File: src/rtl/hash_bus_bridge_if.sv
// Bus-side and core-side signal bundles for the hash bridge.
// No logic, no latency: pure wiring.
// Backpressure lives in the modules that use these bundles.

// Register-bus beats between a bus initiator (master) and the bridge (slave).
interface hash_bus_if #(
  parameter int DW = 32
);
  logic          wr;
  logic [11:0]   waddr;
  logic [DW-1:0] wdata;
  logic          wr_ack;
  logic          rd;
  logic [11:0]   raddr;
  logic [DW-1:0] rdata;
  logic          read_valid;

  modport master (
    output wr, waddr, wdata, rd, raddr,
    input  wr_ack, rdata, read_valid
  );

  modport slave (
    input  wr, waddr, wdata, rd, raddr,
    output wr_ack, rdata, read_valid
  );
endinterface

// Native hash-core controls, driven by the bridge (master) into the core (slave).
interface hash_native_if #(
  parameter int AW = 32
);
  logic            start;
  logic            abort;
  logic            last;
  logic [3:0]      opcode;
  logic [AW-1:0]   data;
  logic            valid;
  logic            ready;
  logic            core_ready;
  logic            done;
  logic [8*AW-1:0] hash;
  logic            fault_inj_det;

  modport master (
    output start, abort, last, opcode, data, valid,
    input  ready, core_ready, done, hash, fault_inj_det
  );

  modport slave (
    input  start, abort, last, opcode, data, valid,
    output ready, core_ready, done, hash, fault_inj_det
  );
endinterface

File: src/rtl/hash_bus_bridge.sv
// Register front end: bus writes feed a word FIFO streamed into the hash core; digest captured for reads.
// wr_ack one cycle after each write; rdata combinational; start/abort pulse the cycle after the CTRL write.
// Core ready stalls the FIFO head; a push into a full FIFO with no pop that cycle is dropped and flagged.
module hash_bus_bridge #(
  parameter int BUS_DATA_WIDTH = 32,
  parameter int ARCH_SZ        = 32,
  parameter int FIFO_DEPTH     = 4
) (
  input  logic            clk,
  input  logic            rst,
  hash_bus_if.slave       bus_io,
  hash_native_if.master   core_io
);

  localparam int PW = $clog2(FIFO_DEPTH);
  localparam logic [PW:0] FULL_CNT = (PW+1)'(FIFO_DEPTH);

  localparam logic [9:0] A_CTRL   = 10'h000;
  localparam logic [9:0] A_DIN    = 10'h001;
  localparam logic [9:0] A_DLAST  = 10'h002;
  localparam logic [9:0] A_STATUS = 10'h003;
  localparam logic [9:0] A_HASH0  = 10'h040;

  typedef enum logic [1:0] {
    IDLE      = 2'd0,
    STREAM    = 2'd1,
    WAIT_DONE = 2'd2
  } state_t;

  state_t state_q, state_d;

  // FIFO storage: {last, word}
  logic [ARCH_SZ:0]  mem_q [FIFO_DEPTH];
  logic [PW-1:0]     wptr_q, rptr_q;
  logic [PW:0]       count_q;

  logic [3:0]            opcode_q;
  logic                  start_q, abort_q, wr_ack_q;
  logic [8*ARCH_SZ-1:0]  hash_q;
  logic                  done_stk_q, fault_stk_q, ovf_stk_q, err_stk_q;

  logic [9:0] wa, ra;
  logic       ctrl_wr, abort_req, start_req, start_ok, start_err, flush;
  logic       push_req, push, pop, ovf, capture;
  logic       fifo_empty, fifo_full;
  logic       stream_vld, busy;
  logic [ARCH_SZ:0] head;
  logic [7:0] status;
  logic [BUS_DATA_WIDTH-1:0] rdata_c;

  // Byte-lane bits of the addresses carry no meaning here.
  logic unused_addr_lsb;
  assign unused_addr_lsb = ^{bus_io.waddr[1:0], bus_io.raddr[1:0]};

  assign wa = bus_io.waddr[11:2];
  assign ra = bus_io.raddr[11:2];

  // Abort wins over start inside the same CTRL write; a fault in the same
  // cycle also refuses the start so the core is never kicked while faulting.
  assign ctrl_wr   = bus_io.wr && (wa == A_CTRL);
  assign abort_req = ctrl_wr && bus_io.wdata[1];
  assign start_req = ctrl_wr && !bus_io.wdata[1] && bus_io.wdata[0];
  assign start_ok  = start_req && (state_q == IDLE) && core_io.core_ready &&
                     !fault_stk_q && !core_io.fault_inj_det;
  assign start_err = start_req && !start_ok;
  assign flush     = abort_req || core_io.fault_inj_det;

  assign fifo_empty = (count_q == '0);
  assign fifo_full  = (count_q == FULL_CNT);
  assign head       = mem_q[rptr_q];

  // A pop frees a slot in the same cycle, so a push into a full FIFO is
  // still accepted when the core is draining it.
  assign push_req = bus_io.wr && ((wa == A_DIN) || (wa == A_DLAST));
  assign pop      = stream_vld && core_io.ready;
  assign push     = push_req && (!fifo_full || pop);
  assign ovf      = push_req && fifo_full && !pop;
  assign capture  = (state_q == WAIT_DONE) && core_io.done;

  // FSM state register
  always_ff @(posedge clk or posedge rst) begin
    if (rst) state_q <= IDLE;
    else     state_q <= state_d;
  end

  // FSM next state; abort and fault force IDLE from anywhere
  always_comb begin
    state_d = state_q;
    case (state_q)
      IDLE:      if (start_ok) state_d = STREAM;
      STREAM:    if (pop && head[ARCH_SZ]) state_d = WAIT_DONE;
      WAIT_DONE: if (core_io.done) state_d = IDLE;
      default:   state_d = IDLE;
    endcase
    if (flush) state_d = IDLE;
  end

  // FSM outputs: data only presented while streaming with a word queued
  always_comb begin
    stream_vld = (state_q == STREAM) && !fifo_empty;
    busy       = (state_q != IDLE);
  end

  // FIFO pointers and occupancy; flush empties the FIFO in one cycle
  always_ff @(posedge clk or posedge rst) begin
    if (rst) begin
      wptr_q  <= '0;
      rptr_q  <= '0;
      count_q <= '0;
    end else if (flush) begin
      wptr_q  <= '0;
      rptr_q  <= '0;
      count_q <= '0;
    end else begin
      if (push) wptr_q <= wptr_q + 1'b1;
      if (pop)  rptr_q <= rptr_q + 1'b1;
      case ({push, pop})
        2'b10:   count_q <= count_q + 1'b1;
        2'b01:   count_q <= count_q - 1'b1;
        default: count_q <= count_q;
      endcase
    end
  end

  // FIFO storage; contents are never observed while empty, so no reset
  always_ff @(posedge clk) begin
    if (push) mem_q[wptr_q] <= {(wa == A_DLAST), bus_io.wdata};
  end

  // Control pulses, opcode latch, digest shadow and sticky status flags
  always_ff @(posedge clk or posedge rst) begin
    if (rst) begin
      start_q     <= 1'b0;
      abort_q     <= 1'b0;
      wr_ack_q    <= 1'b0;
      opcode_q    <= '0;
      hash_q      <= '0;
      done_stk_q  <= 1'b0;
      fault_stk_q <= 1'b0;
      ovf_stk_q   <= 1'b0;
      err_stk_q   <= 1'b0;
    end else begin
      start_q  <= start_ok;
      abort_q  <= abort_req;
      wr_ack_q <= bus_io.wr;
      if (start_ok) opcode_q <= bus_io.wdata[7:4];
      if (capture)  hash_q   <= core_io.hash;
      if (start_ok)     done_stk_q <= 1'b0;
      else if (capture) done_stk_q <= 1'b1;
      if (core_io.fault_inj_det) fault_stk_q <= 1'b1;
      else if (abort_req)        fault_stk_q <= 1'b0;
      if (ovf)       ovf_stk_q <= 1'b1;
      if (start_err) err_stk_q <= 1'b1;
    end
  end

  // Read mux: STATUS and the eight digest words, everything else reads 0
  always_comb begin
    status  = {err_stk_q, ovf_stk_q, fault_stk_q, fifo_empty,
               fifo_full, done_stk_q, core_io.core_ready, busy};
    rdata_c = '0;
    if (bus_io.rd) begin
      if (ra == A_STATUS) rdata_c = BUS_DATA_WIDTH'(status);
      for (int i = 0; i < 8; i++) begin
        if (ra == A_HASH0 + 10'(i)) rdata_c = hash_q[i*ARCH_SZ +: ARCH_SZ];
      end
    end
  end

  assign bus_io.wr_ack     = wr_ack_q;
  assign bus_io.rdata      = rdata_c;
  assign bus_io.read_valid = bus_io.rd;

  assign core_io.start  = start_q;
  assign core_io.abort  = abort_q;
  assign core_io.opcode = opcode_q;
  assign core_io.valid  = stream_vld;
  assign core_io.data   = stream_vld ? head[ARCH_SZ-1:0] : '0;
  assign core_io.last   = stream_vld && head[ARCH_SZ];

endmodule
File: src/flat_wrapper.sv
// flat-port wrapper written by rule: the top's interface ports become plain ports
module hash_bus_bridge_flat 
#(
  parameter int BUS_DATA_WIDTH = 32,
  parameter int ARCH_SZ        = 32,
  parameter int FIFO_DEPTH     = 4
)
  (clk, rst, bus_io_wr, bus_io_waddr, bus_io_wdata, bus_io_rd, bus_io_raddr, bus_io_wr_ack, bus_io_rdata, bus_io_read_valid, core_io_start, core_io_abort, core_io_last, core_io_opcode, core_io_data, core_io_valid, core_io_ready, core_io_core_ready, core_io_done, core_io_hash, core_io_fault_inj_det);
  hash_bus_if bus_io_i ();
  hash_native_if core_io_i ();
  input  logic clk;
  input  logic rst;
  input wire logic [$bits(bus_io_i.wr)-1:0] bus_io_wr;
  input wire logic [$bits(bus_io_i.waddr)-1:0] bus_io_waddr;
  input wire logic [$bits(bus_io_i.wdata)-1:0] bus_io_wdata;
  input wire logic [$bits(bus_io_i.rd)-1:0] bus_io_rd;
  input wire logic [$bits(bus_io_i.raddr)-1:0] bus_io_raddr;
  output wire logic [$bits(bus_io_i.wr_ack)-1:0] bus_io_wr_ack;
  output wire logic [$bits(bus_io_i.rdata)-1:0] bus_io_rdata;
  output wire logic [$bits(bus_io_i.read_valid)-1:0] bus_io_read_valid;
  output wire logic [$bits(core_io_i.start)-1:0] core_io_start;
  output wire logic [$bits(core_io_i.abort)-1:0] core_io_abort;
  output wire logic [$bits(core_io_i.last)-1:0] core_io_last;
  output wire logic [$bits(core_io_i.opcode)-1:0] core_io_opcode;
  output wire logic [$bits(core_io_i.data)-1:0] core_io_data;
  output wire logic [$bits(core_io_i.valid)-1:0] core_io_valid;
  input wire logic [$bits(core_io_i.ready)-1:0] core_io_ready;
  input wire logic [$bits(core_io_i.core_ready)-1:0] core_io_core_ready;
  input wire logic [$bits(core_io_i.done)-1:0] core_io_done;
  input wire logic [$bits(core_io_i.hash)-1:0] core_io_hash;
  input wire logic [$bits(core_io_i.fault_inj_det)-1:0] core_io_fault_inj_det;
  assign bus_io_i.wr = bus_io_wr;
  assign bus_io_i.waddr = bus_io_waddr;
  assign bus_io_i.wdata = bus_io_wdata;
  assign bus_io_i.rd = bus_io_rd;
  assign bus_io_i.raddr = bus_io_raddr;
  assign bus_io_wr_ack = bus_io_i.wr_ack;
  assign bus_io_rdata = bus_io_i.rdata;
  assign bus_io_read_valid = bus_io_i.read_valid;
  assign core_io_start = core_io_i.start;
  assign core_io_abort = core_io_i.abort;
  assign core_io_last = core_io_i.last;
  assign core_io_opcode = core_io_i.opcode;
  assign core_io_data = core_io_i.data;
  assign core_io_valid = core_io_i.valid;
  assign core_io_i.ready = core_io_ready;
  assign core_io_i.core_ready = core_io_core_ready;
  assign core_io_i.done = core_io_done;
  assign core_io_i.hash = core_io_hash;
  assign core_io_i.fault_inj_det = core_io_fault_inj_det;
  hash_bus_bridge #(.BUS_DATA_WIDTH(BUS_DATA_WIDTH), .ARCH_SZ(ARCH_SZ), .FIFO_DEPTH(FIFO_DEPTH)) u_core (.clk(clk), .rst(rst), .bus_io(bus_io_i), .core_io(core_io_i));
endmodule
File: config.mk
export PLATFORM = sky130hd
export DESIGN_NAME = hash_bus_bridge_flat
export DESIGN_NICKNAME = d
export VERILOG_FILES = /design/src/rtl/hash_bus_bridge_if.sv /design/src/rtl/hash_bus_bridge.sv /design/src/flat_wrapper.sv
export SDC_FILE = /design/constraint.sdc
export NUM_CORES = 1
export LEC_CHECK = 0
export CAP_MARGIN = 20
export CORE_MARGIN = 5
export CORE_UTILIZATION = 30
export DETAILED_ROUTE_END_ITERATION = 6
export GPL_ROUTABILITY_DRIVEN = 1
export GPL_TIMING_DRIVEN = 1
export PLACE_DENSITY = 0.55
export SLEW_MARGIN = 20
export SYNTH_ARGS = -nofsm -noshare
export SYNTH_HDL_FRONTEND = slang
export SYNTH_SLANG_ARGS = --single-unit
File: constraint.sdc
create_clock -name clk -period 10.9 [get_ports clk]
set_input_delay 2.725 -clock clk [delete_from_list [all_inputs] [get_ports clk]]
set_output_delay 2.725 -clock clk [all_outputs]
set_load 0.03 [all_outputs]
## After elaboration in Yosys (flattened, before gate mapping)

Memory sizes are Yosys's and may differ from the RTL's.
Index checks and enable logic that the tools add are counted.

| storage, ports and cells | value |
|---|---|
| register bits after elaboration | 276 |
| bits in latches | 0 |
| memory bits (writable) | 132 |
| memory bits (read-only) | 0 |
| bits of input ports | 320 |
| output and inout bits | 74 |
| word-level logic and storage cells | 103 |
| memories | 1 |

| cells by class | value |
|---|---|
| add/sub/neg operators | 4 |
| multiply operators | 0 |
| div/mod/pow operators | 0 |
| order comparisons | 0 |
| equal/unequal tests | 19 |
| shift-type cells | 0 |
| mux-type cells | 28 |
| bitwise operators | 0 |
| reduce and logical (&&, ||, !) cells | 38 |

Memory list:

| name | words | width | read ports | clocked after memory_dff | wr ports | line | source |
|---|---|---|---|---|---|---|---|
| u_core.mem_q | 4 | 33 | 1 | 0 | 1 | hash_bus_bridge.sv:33 | `logic [ARCH_SZ:0] mem_q [FIFO_DEPTH];` |

Operators with widths:

| operator | number |
|---|---|
| $mux 32 | 10 |
| $eq 10x7->1 const B | 8 |
| $eq 10x2->1 const B | 2 |
| $logic_and 1x1->1 | 18 |
| $mux 2 | 8 |
| $eq 10x1->1 const B | 1 |
| $logic_not 10->1 | 1 |
| $reduce_bool 2->1 | 5 |
| $mux 8 | 1 |
| $logic_not 1->1 | 7 |
| $mux 1 | 6 |
| $ne 3x1->1 const B | 2 |
| $pmux 2 s3 | 1 |
| $pmux 3 s2 | 1 |
| $add 2x1->2 const B | 2 |
| $eq 2x1->1 const B | 2 |
| $eq 2x2->1 const B | 2 |
| $add 3x1->3 const B | 1 |
| $eq 3x3->1 const B | 1 |
| $logic_not 3->1 | 1 |
| $logic_or 1x1->1 | 3 |
| $mux 3 | 1 |
| $ne 3x2->1 const B | 1 |
| $reduce_and 3->1 | 1 |
| 3 further kinds | 3 |

## Longest topological paths before layout

| depth | value |
|---|---|
| depth after elaboration | 11 |
| depth in mapped cells | 10 |
| gate-level depth less buffers | 10 |

## Least setup slack after synthesis

Ideal clock, no wire load.

| path | value |
|---|---|
| kind | in2out |
| start | input port bus_io_raddr[7] |
| end | output port bus_io_rdata[1] |
| arrival time | 4.707 ns |
| data required time | 8.175 ns |
| slack | 3.468 ns |
| stages on the path | 6 |
| path buffers | 2 |
| cells stage by stage | or4b_4 -> buf_6 -> nor4_4 -> clkbuf_2 -> o221ai_1 -> a221oi_1 |

| between the ends | value |
|---|---|
| cells in the longest elaborated chain, start to end | 11 |
| elaborated cells between the ends (all ways) | 19 |
| classes of those cells | eq/ne: 9; mux: 10 |

Ends and longest elaborated chain:

| item | line | source |
|---|---|---|
| start, declared | flat_wrapper.sv:17 | `input wire logic [$bits(bus_io_i.raddr)-1:0] bus_io_raddr;` |
| $eq 10x2->1 | hash_bus_bridge.sv:163 | `if (ra == A_STATUS) rdata_c = BUS_DATA_WIDTH'(status);` |
| $mux 8 | hash_bus_bridge.sv:163 |  |
| $mux 32 (7 in a row) | hash_bus_bridge.sv:165 | `if (ra == A_HASH0 + 10'(i)) rdata_c = hash_q[i*ARCH_SZ +: ARCH_SZ];` |
| $mux 32 * | hash_bus_bridge.sv:165 |  |
| $mux 32 * | hash_bus_bridge.sv:162 | `if (bus_io.rd) begin` |
| end, declared | flat_wrapper.sv:19 | `output wire logic [$bits(bus_io_i.rdata)-1:0] bus_io_rdata;` |

Every way passes the cells marked *; elsewhere a longest branch is shown, timed or not.

## Worst setup path in the final report

| path | value |
|---|---|
| start | input port bus_io_raddr[8] |
| end | output port bus_io_rdata[16] |

| between the ends | value |
|---|---|
| cells in the longest elaborated chain, start to end | 10 |
| elaborated cells between the ends (all ways) | 17 |
| classes of those cells | eq/ne: 8; mux: 9 |

Ends and longest elaborated chain:

| item | line |
|---|---|
| $eq 10x7->1 | hash_bus_bridge.sv:165 |
| $mux 32 (7 in a row) | hash_bus_bridge.sv:165 |
| $mux 32 * | hash_bus_bridge.sv:165 |
| $mux 32 * | hash_bus_bridge.sv:162 |

Marked as above.

==> results by group <==
Drt
  – Initial DRT Pass Iterations: 5
  – Wl on met1: approximately 25 mm
  – Drt initial violations: 649
  – Post-route DRC: 0
  – Routed Antenna Nets: 0
  – Drt via density: 5.00
  – Routed wire length: 59.2 mm
  – DR WL met3: 3.93 mm
  – Metal2 WL: 28.8 mm
  – Uppermost routed layer: met5
  – Via Count: approximately 12000
  – Wire per inst: approximately 24 µm

GRT
  – Grt ovf: 0
  – Vias in the first global route: 13100
  – Initial antenna violation count: 32
  – First-pass GRT wire length: 86.5 mm
  – Largest net degree at the start of global routing: 186
  – Global Route Usage Sum: 17.2%

Placed design
  – IO buf count: just under 400
  – Post-DP HPWL: 39.8 mm
  – Placer Congestion: 0.780
  – Area post-placement: 23000 µm²

Layout
  – Filler Cell Count: approximately 5600
  – Register area: 10900 µm²
  – Nets: 1968
  – Multi-input logic area: about 7000 µm²
  – Final Instance Area: about 25000 µm²
  – Ratio of cells with drive above 1 in the final layout: 28.7%
  – Area grow syn2layout: 34.3%

CTS
  – Longest Clk Path Bufs: 3
  – CTS Hold Buffers Added: 0
  – Worst-path clk slew: ~0.06 ns
  – Post_cts resized: 0
  – Clk_lat worst skew: about 0.6 ns
  – Number of CTS-inserted buffers: 47
  – H-tree levels: 2
  – # Post-CTS Setup Buffers: 0
  – Clk sink count: 408
  – Clk Tree Root Cell: clkbuf_16
  – CTS tree: built

STA
  – Max_slew headroom: 19.1%
  – Worst Tran Pin Value: 1.21 ns
  – Clk_skew: about 0.029 ns
  – Crit share post-route: 81.1%
  – Final setup fails: 0
  – Fin crit period: 8.84 ns
  – Slew Limit Fails: 0
  – TNS Setup: 0 ns
  – RSZ-0062 raised after global routing: false
  – Final Hold Fails: 0
  – Highest clock rate: 113 MHz

Critical path
  – Max incr delay on CP: 0.77 ns
  – Crit path buf inv count: 3
  – Worst Path Required: 8.18 ns
  – R2r worst-path depth: 11
  – RR Startpoint: u_core.state_q[1]
  – Worst path depth: 7
  – Critical-path cell list: clkdlybuf4s50_1, or4b_4, nor4b_4, buf_4, nand2_1, a221oi_2, clkdlybuf4s50_1
  – Crit Path Max Fanout: 22
  – Slack of the worst reg-to-reg path: 8.04 ns
  – WP data arrival: ~6 ns
  – Cell family with the largest share of critical-path delay: buffers and inverters
  – Setup crit start kind: input port
  – Critical path's slowest cell: clkdlybuf4s50_1
  – CP most frequent cell: clkdlybuf4s50_1
  – Crit path capture type: primary output
  – Kind of critical path: input port to primary output
  – Worst r2r dst: u_core.count_q[2]

Synth
  – Synth warnings: 0
  – Number of synthesized flops with an enable pin: 132
  – Fraction of registers with async set or reset after synthesis: 67.6%
  – Post-Syn Area: around 18000 µm²
  – Post-synthesis sequential element count: slightly above 400
  – Register area share after synthesis: between 50% and 60%
  – Unique masters post-synth: 55
  – Syn Area/Cell: between 10 and 15 µm²
  – Post-synthesis cell count: ~1300
  – Most used DFF post-synth: dfrtp_1
  – Mapped Nets: 1606

Min path
  – Hold path start: u_core.hash_q[135]
  – Worst hold path cell count: 1
  – Hold EP: u_core.hash_q[135]
  – Worst hold path type: flop to flop

Floorplanning
  – Full die area: between 60000 and 70000 µm²
  – # IOs: around 390
  – Die H: 257 µm
  – Die width: 257 µm
  – FP Rows: 90
  – Initial core utilization: 30.3%
  – Core Footprint: about 60000 µm²

Pwr
  – Leak: 10.4 nW
  – Design Power: 3.40 mW
  – Worst VDD drop: between 0.0001 and 0.00015 V
  – Power Dens Cells: 138 nW/µm²

Run status
  – Outcome: finished, final reports clean

Job
  – Maxcap violations: 0
-- where the power goes --
part | internal, mW | switching [mW] | total [mW] | leakage, nW
Combinational | 0.126 | 0.104 | 0.230 | 4.57
Clock | 0.925 | 0.666 | 1.59 | 0.767
Sequential | 1.58 | 0.0000824 | 1.58 | 5.03
Total | 2.63 | 0.770 | 3.40 | 10.4
-- worst max path at each step --
stage,startpoint,endpoint,slack (ns)
after global routing,bus_io_raddr[11],bus_io_rdata[16],1.92
after floorplan,rst,u_core.bus_io.wr_ack,0.57
after global placement,bus_io_raddr[11],bus_io_rdata[16],2.06
after detailed placement,bus_io_raddr[8],bus_io_rdata[16],2.08
after CTS,bus_io_raddr[8],bus_io_rdata[16],2.06
final,bus_io_raddr[8],bus_io_rdata[16],2.06
-- per-stage QoR --
step / setup slack (ns) / util [%] / hold WS, ns / cells
global route: 1.92 / 40.7 / 0.510 / 2473
global placement: 2.06 / 38.0 / 0.469 / 2374
finish: 2.06 / 40.7 / 0.500 / 2477
CTS: 2.06 / 40.6 / 0.498 / 2461
floorplan: 0.566 / - / 0.428 / 1280
detailed placement: 2.08 / 38.0 / 0.473 / 2374
-- final cells by class --
class	count	share of cell area [%]
Multi-Input combinational cell	760	28.5
Sequential cell	408	44.1
Clock inverter	17	0.863
Timing Repair Buffer	412	16.7
Antenna cell	15	0.152
Clock buffer	70	5.53
Inverter	13	0.229
Tap cell	782	3.97
-- cell families (layout without fill, tap and decap cells) --
logic type	after synthesis	after routing	share of synthesized area [%]
fa+ha+maj	6	6	0.450
buf+inv	112	512	2.56
other cells	0	15	0
xor+xnor	6	6	0.286
mux	335	335	22.6
simple gates	200	200	5.83
flops	408	408	59.3
compound gates	213	213	9.02
-- synthesized netlist by cell type, types with 3 or more instances --
cell | instances | area (µm²)
a21o_1 | 4 | 30.0
a21oi_1 | 38 | 190
a221oi_1 | 8 | 70.1
a221oi_2 | 20 | 300
a22o_1 | 3 | 26.3
and2_1 | 5 | 31.3
and3_1 | 36 | 225
buf_1 | 7 | 26.3
buf_2 | 18 | 90.1
buf_6 | 3 | 33.8
clkbuf_1 | 69 | 259
dfrtp_1 | 276 | 6910
edfxtp_1 | 132 | 3960
ha_1 | 5 | 62.6
inv_1 | 11 | 41.3
mux2_2 | 291 | 3280
mux2i_1 | 10 | 100
mux4_2 | 34 | 766
nand2_1 | 28 | 105
nand2b_1 | 4 | 25.0
nand3_1 | 4 | 20.0
nand3b_1 | 3 | 22.5
nand4_1 | 5 | 31.3
nor2_1 | 52 | 195
nor2b_1 | 4 | 25.0
nor3_1 | 43 | 215
o21a_1 | 6 | 45.0
o21ai_0 | 58 | 290
o221a_2 | 25 | 282
o221ai_1 | 8 | 70.1
o22a_1 | 23 | 201
o22ai_1 | 7 | 43.8
or3_1 | 4 | 25.0
xnor2_1 | 4 | 35.0
-- layer usage --
layer  vias to the layer above  GRT usage (%)
met2                       341           27.8
li1                       5608              -
met1                      6312           22.3
met5                         -              0
met4                        28           5.41
met3                       103           5.29
-- flip-flops by register name, indices dropped and copies added (netlist names) --
register	count
u_core.core_io.start	1
u_core.bus_io.wr_ack	1
u_core.wptr_q	2
u_core.mem_q	132
u_core.count_q	3
u_core.fault_stk_q	1
u_core.core_io.opcode	4
u_core.state_q	2
u_core.core_io.abort	1
u_core.hash_q	256
u_core.done_stk_q	1
u_core.rptr_q	2
u_core.err_stk_q	1
u_core.ovf_stk_q	1
-- placed cells by master, fill, tap and decap left out, types with 23 or more instances in the layout --
cell             netlist  final
mux4_2                34     34
clkdlybuf4s50_1        0    386
nor3_1                43     43
clkbuf_16              0     47
and3_1                36     36
dfrtp_1              276    275
nand2_1               28     28
o21ai_0               58     58
edfxtp_1             132    132
buf_4                  1     23
mux2_2               291    291
o22a_1                23     23
o221a_2               25     25
a21oi_1               38     38
nor2_1                52     52
No activity file was read; power rests on OpenSTA's default activity.
==> patch: new RTL, config.mk and constraints unchanged <==
Encoding of `state_t`: now one-hot (3 bits for 3 states).
--- a/src/rtl/hash_bus_bridge.sv
+++ b/src/rtl/hash_bus_bridge.sv
@@ -23,6 +23,6 @@
 
-  typedef enum logic [1:0] {
-    IDLE      = 2'd0,
-    STREAM    = 2'd1,
-    WAIT_DONE = 2'd2
+  typedef enum logic [2:0] {
+    IDLE      = 3'b001,
+    STREAM    = 3'b010,
+    WAIT_DONE = 3'b100
   } state_t;
Formal check against the unedited RTL: same outputs for any inputs over 4 cycles, from zero or initial values and one cycle with rst high; so few cycles prove little.
==> patch against the unedited design <==
Register-to-register slack lost 220 ps; sequential share of layout area rose by 0.22 points; routed wire length shrank 0.25%; area after synthesis down 1.2%; design area down 0.25%; sequential cell count is 1 higher; setup slack worse by 310 ps; clock skew is 2.6 ps higher; power grew 1.9%; final cell count is 0.93% lower; largest cell class unchanged; largest power group unchanged.
==> patch: results (changes against the unedited design) <==
[status]
outcome = finished, final reports clean

[synthesis]
yosysSeqAreaShare_pct = 60.1  ; +0.88 points
synth_xor_area_share_pct = 0.242  ; -0.045 points
synth_compound_area_share_pct = 7.26  ; -1.8 points
synth-async-reset-ratio_pct = 67.7  ; +0.079 points
synth.avg_cell_area_um2 = 14.5  ; +1.1%
synth_common_cells = 276 x dfrtp_1, 265 x mux2_2, 132 x edfxtp_1

[worst_setup_path]
worst-r2r-cell-count = 10  ; -1
crit_path_max_fanout = 21  ; -4.5%

[global_routing]
grt_first_pass_wirelength_mm = 86.6  ; +0.13%
grt_pass1_vias = 12941  ; -1.1%
antenna_found_initial = 25  ; -22%
grtUsageTotal_pct = 17.4  ; +0.17 points
grt_max_degree = 188  ; +1.1%

[power_and_ir_drop]
p_leak_uw = 0.0102  ; -1.3%
share_comb_of_total_power_pct = 5.6  ; -1.2 points
p_seq_share_pct = 45.7  ; -0.8 points
vdd_drop_max_uv = 115  ; +8.1%
pg_clk_uw = 1690  ; +6%

[place]
post-place-ws_ps = 1750  ; -336 ps
dp.cells = 2352  ; -0.93%
gp_congestion = 0.807  ; +3.6%
dpl_cell_area_mm2 = 0.0228  ; -0.78%
place_hpwl_mm = 40.8  ; +2.6%

[layout]
fillers = 5668  ; +1.4%
drive_above_1_share_pct = 25.3  ; -3.4 points
final_net_count = 1947  ; -1.1%

[detailed_routing]
routed_wl_mm = 59.0  ; -0.25%
drt_iter0_markers = 680  ; +4.8%
routed-via-count = 12351  ; -0.33%

[sta]
worst_pin_slew_ps = 1020  ; -191 ps

## patch: changes by cell type in the layout (fill, tap and decap cells not counted), sizes merged, moves of 25 or more
cell / unedited run / this run
nor2: 52 / 14
nor3: 43 / 13
a21oi: 38 / 9
a221oi: 28 / 0
mux2: 291 / 265
a211oi: 0 / 25
a22oi: 0 / 25
o221a: 25 / 0
## patch: routing by layer
metal / part of all wire (%) / track usage, % / vias up / routed length (µm)
met3: 6.5 / 4.87 / 105 / 3810
met4: 2.8 / 6.00 / 22 / 1650
met1: 43 / 22.9 / 6343 / 25300
li1: - / - / 5546 / -
met5: 0.22 / 0 / - / 130
met2: 48 / 27.7 / 335 / 28100
## patch: worst paths after layout
| path | from | endpoint | slack [ps] |
|---|---|---|---|
| worst min register to register | u_core.ovf_stk_q$_DFFE_PP0P_ | u_core.ovf_stk_q$_DFFE_PP0P_ | 480 |
| max in group asynchronous | rst | u_core.hash_q[143]$_DFFE_PP0P_ | 6930 |
| min in group asynchronous | rst | u_core.fault_stk_q$_DFFE_PP0P_ | 2640 |
| worst min-delay path | u_core.ovf_stk_q$_DFFE_PP0P_ | u_core.ovf_stk_q$_DFFE_PP0P_ | 480 |
| worst max register to register | u_core.state_q[1]$_DFFE_PP0P_ | u_core.count_q[2]$_DFFE_PP0P_ | 7820 |
| worst max-delay path | bus_io_raddr[4] | bus_io_rdata[31] | 1760 |
## patch: area by class of cell
cell class | instances | area (µm²) | share of cell area [%]
Clock inverter | 28 | 382 | 1.55
Tap cell | 782 | 978 | 3.98
Timing Repair Buffer | 415 | 4160 | 16.9
Antenna cell | 14 | 35.0 | 0.143
Clock buffer | 58 | 1290 | 5.24
Inverter | 9 | 41.3 | 0.168
Sequential cell | 409 | 10900 | 44.3
Multi-Input combinational cell | 739 | 6800 | 27.7
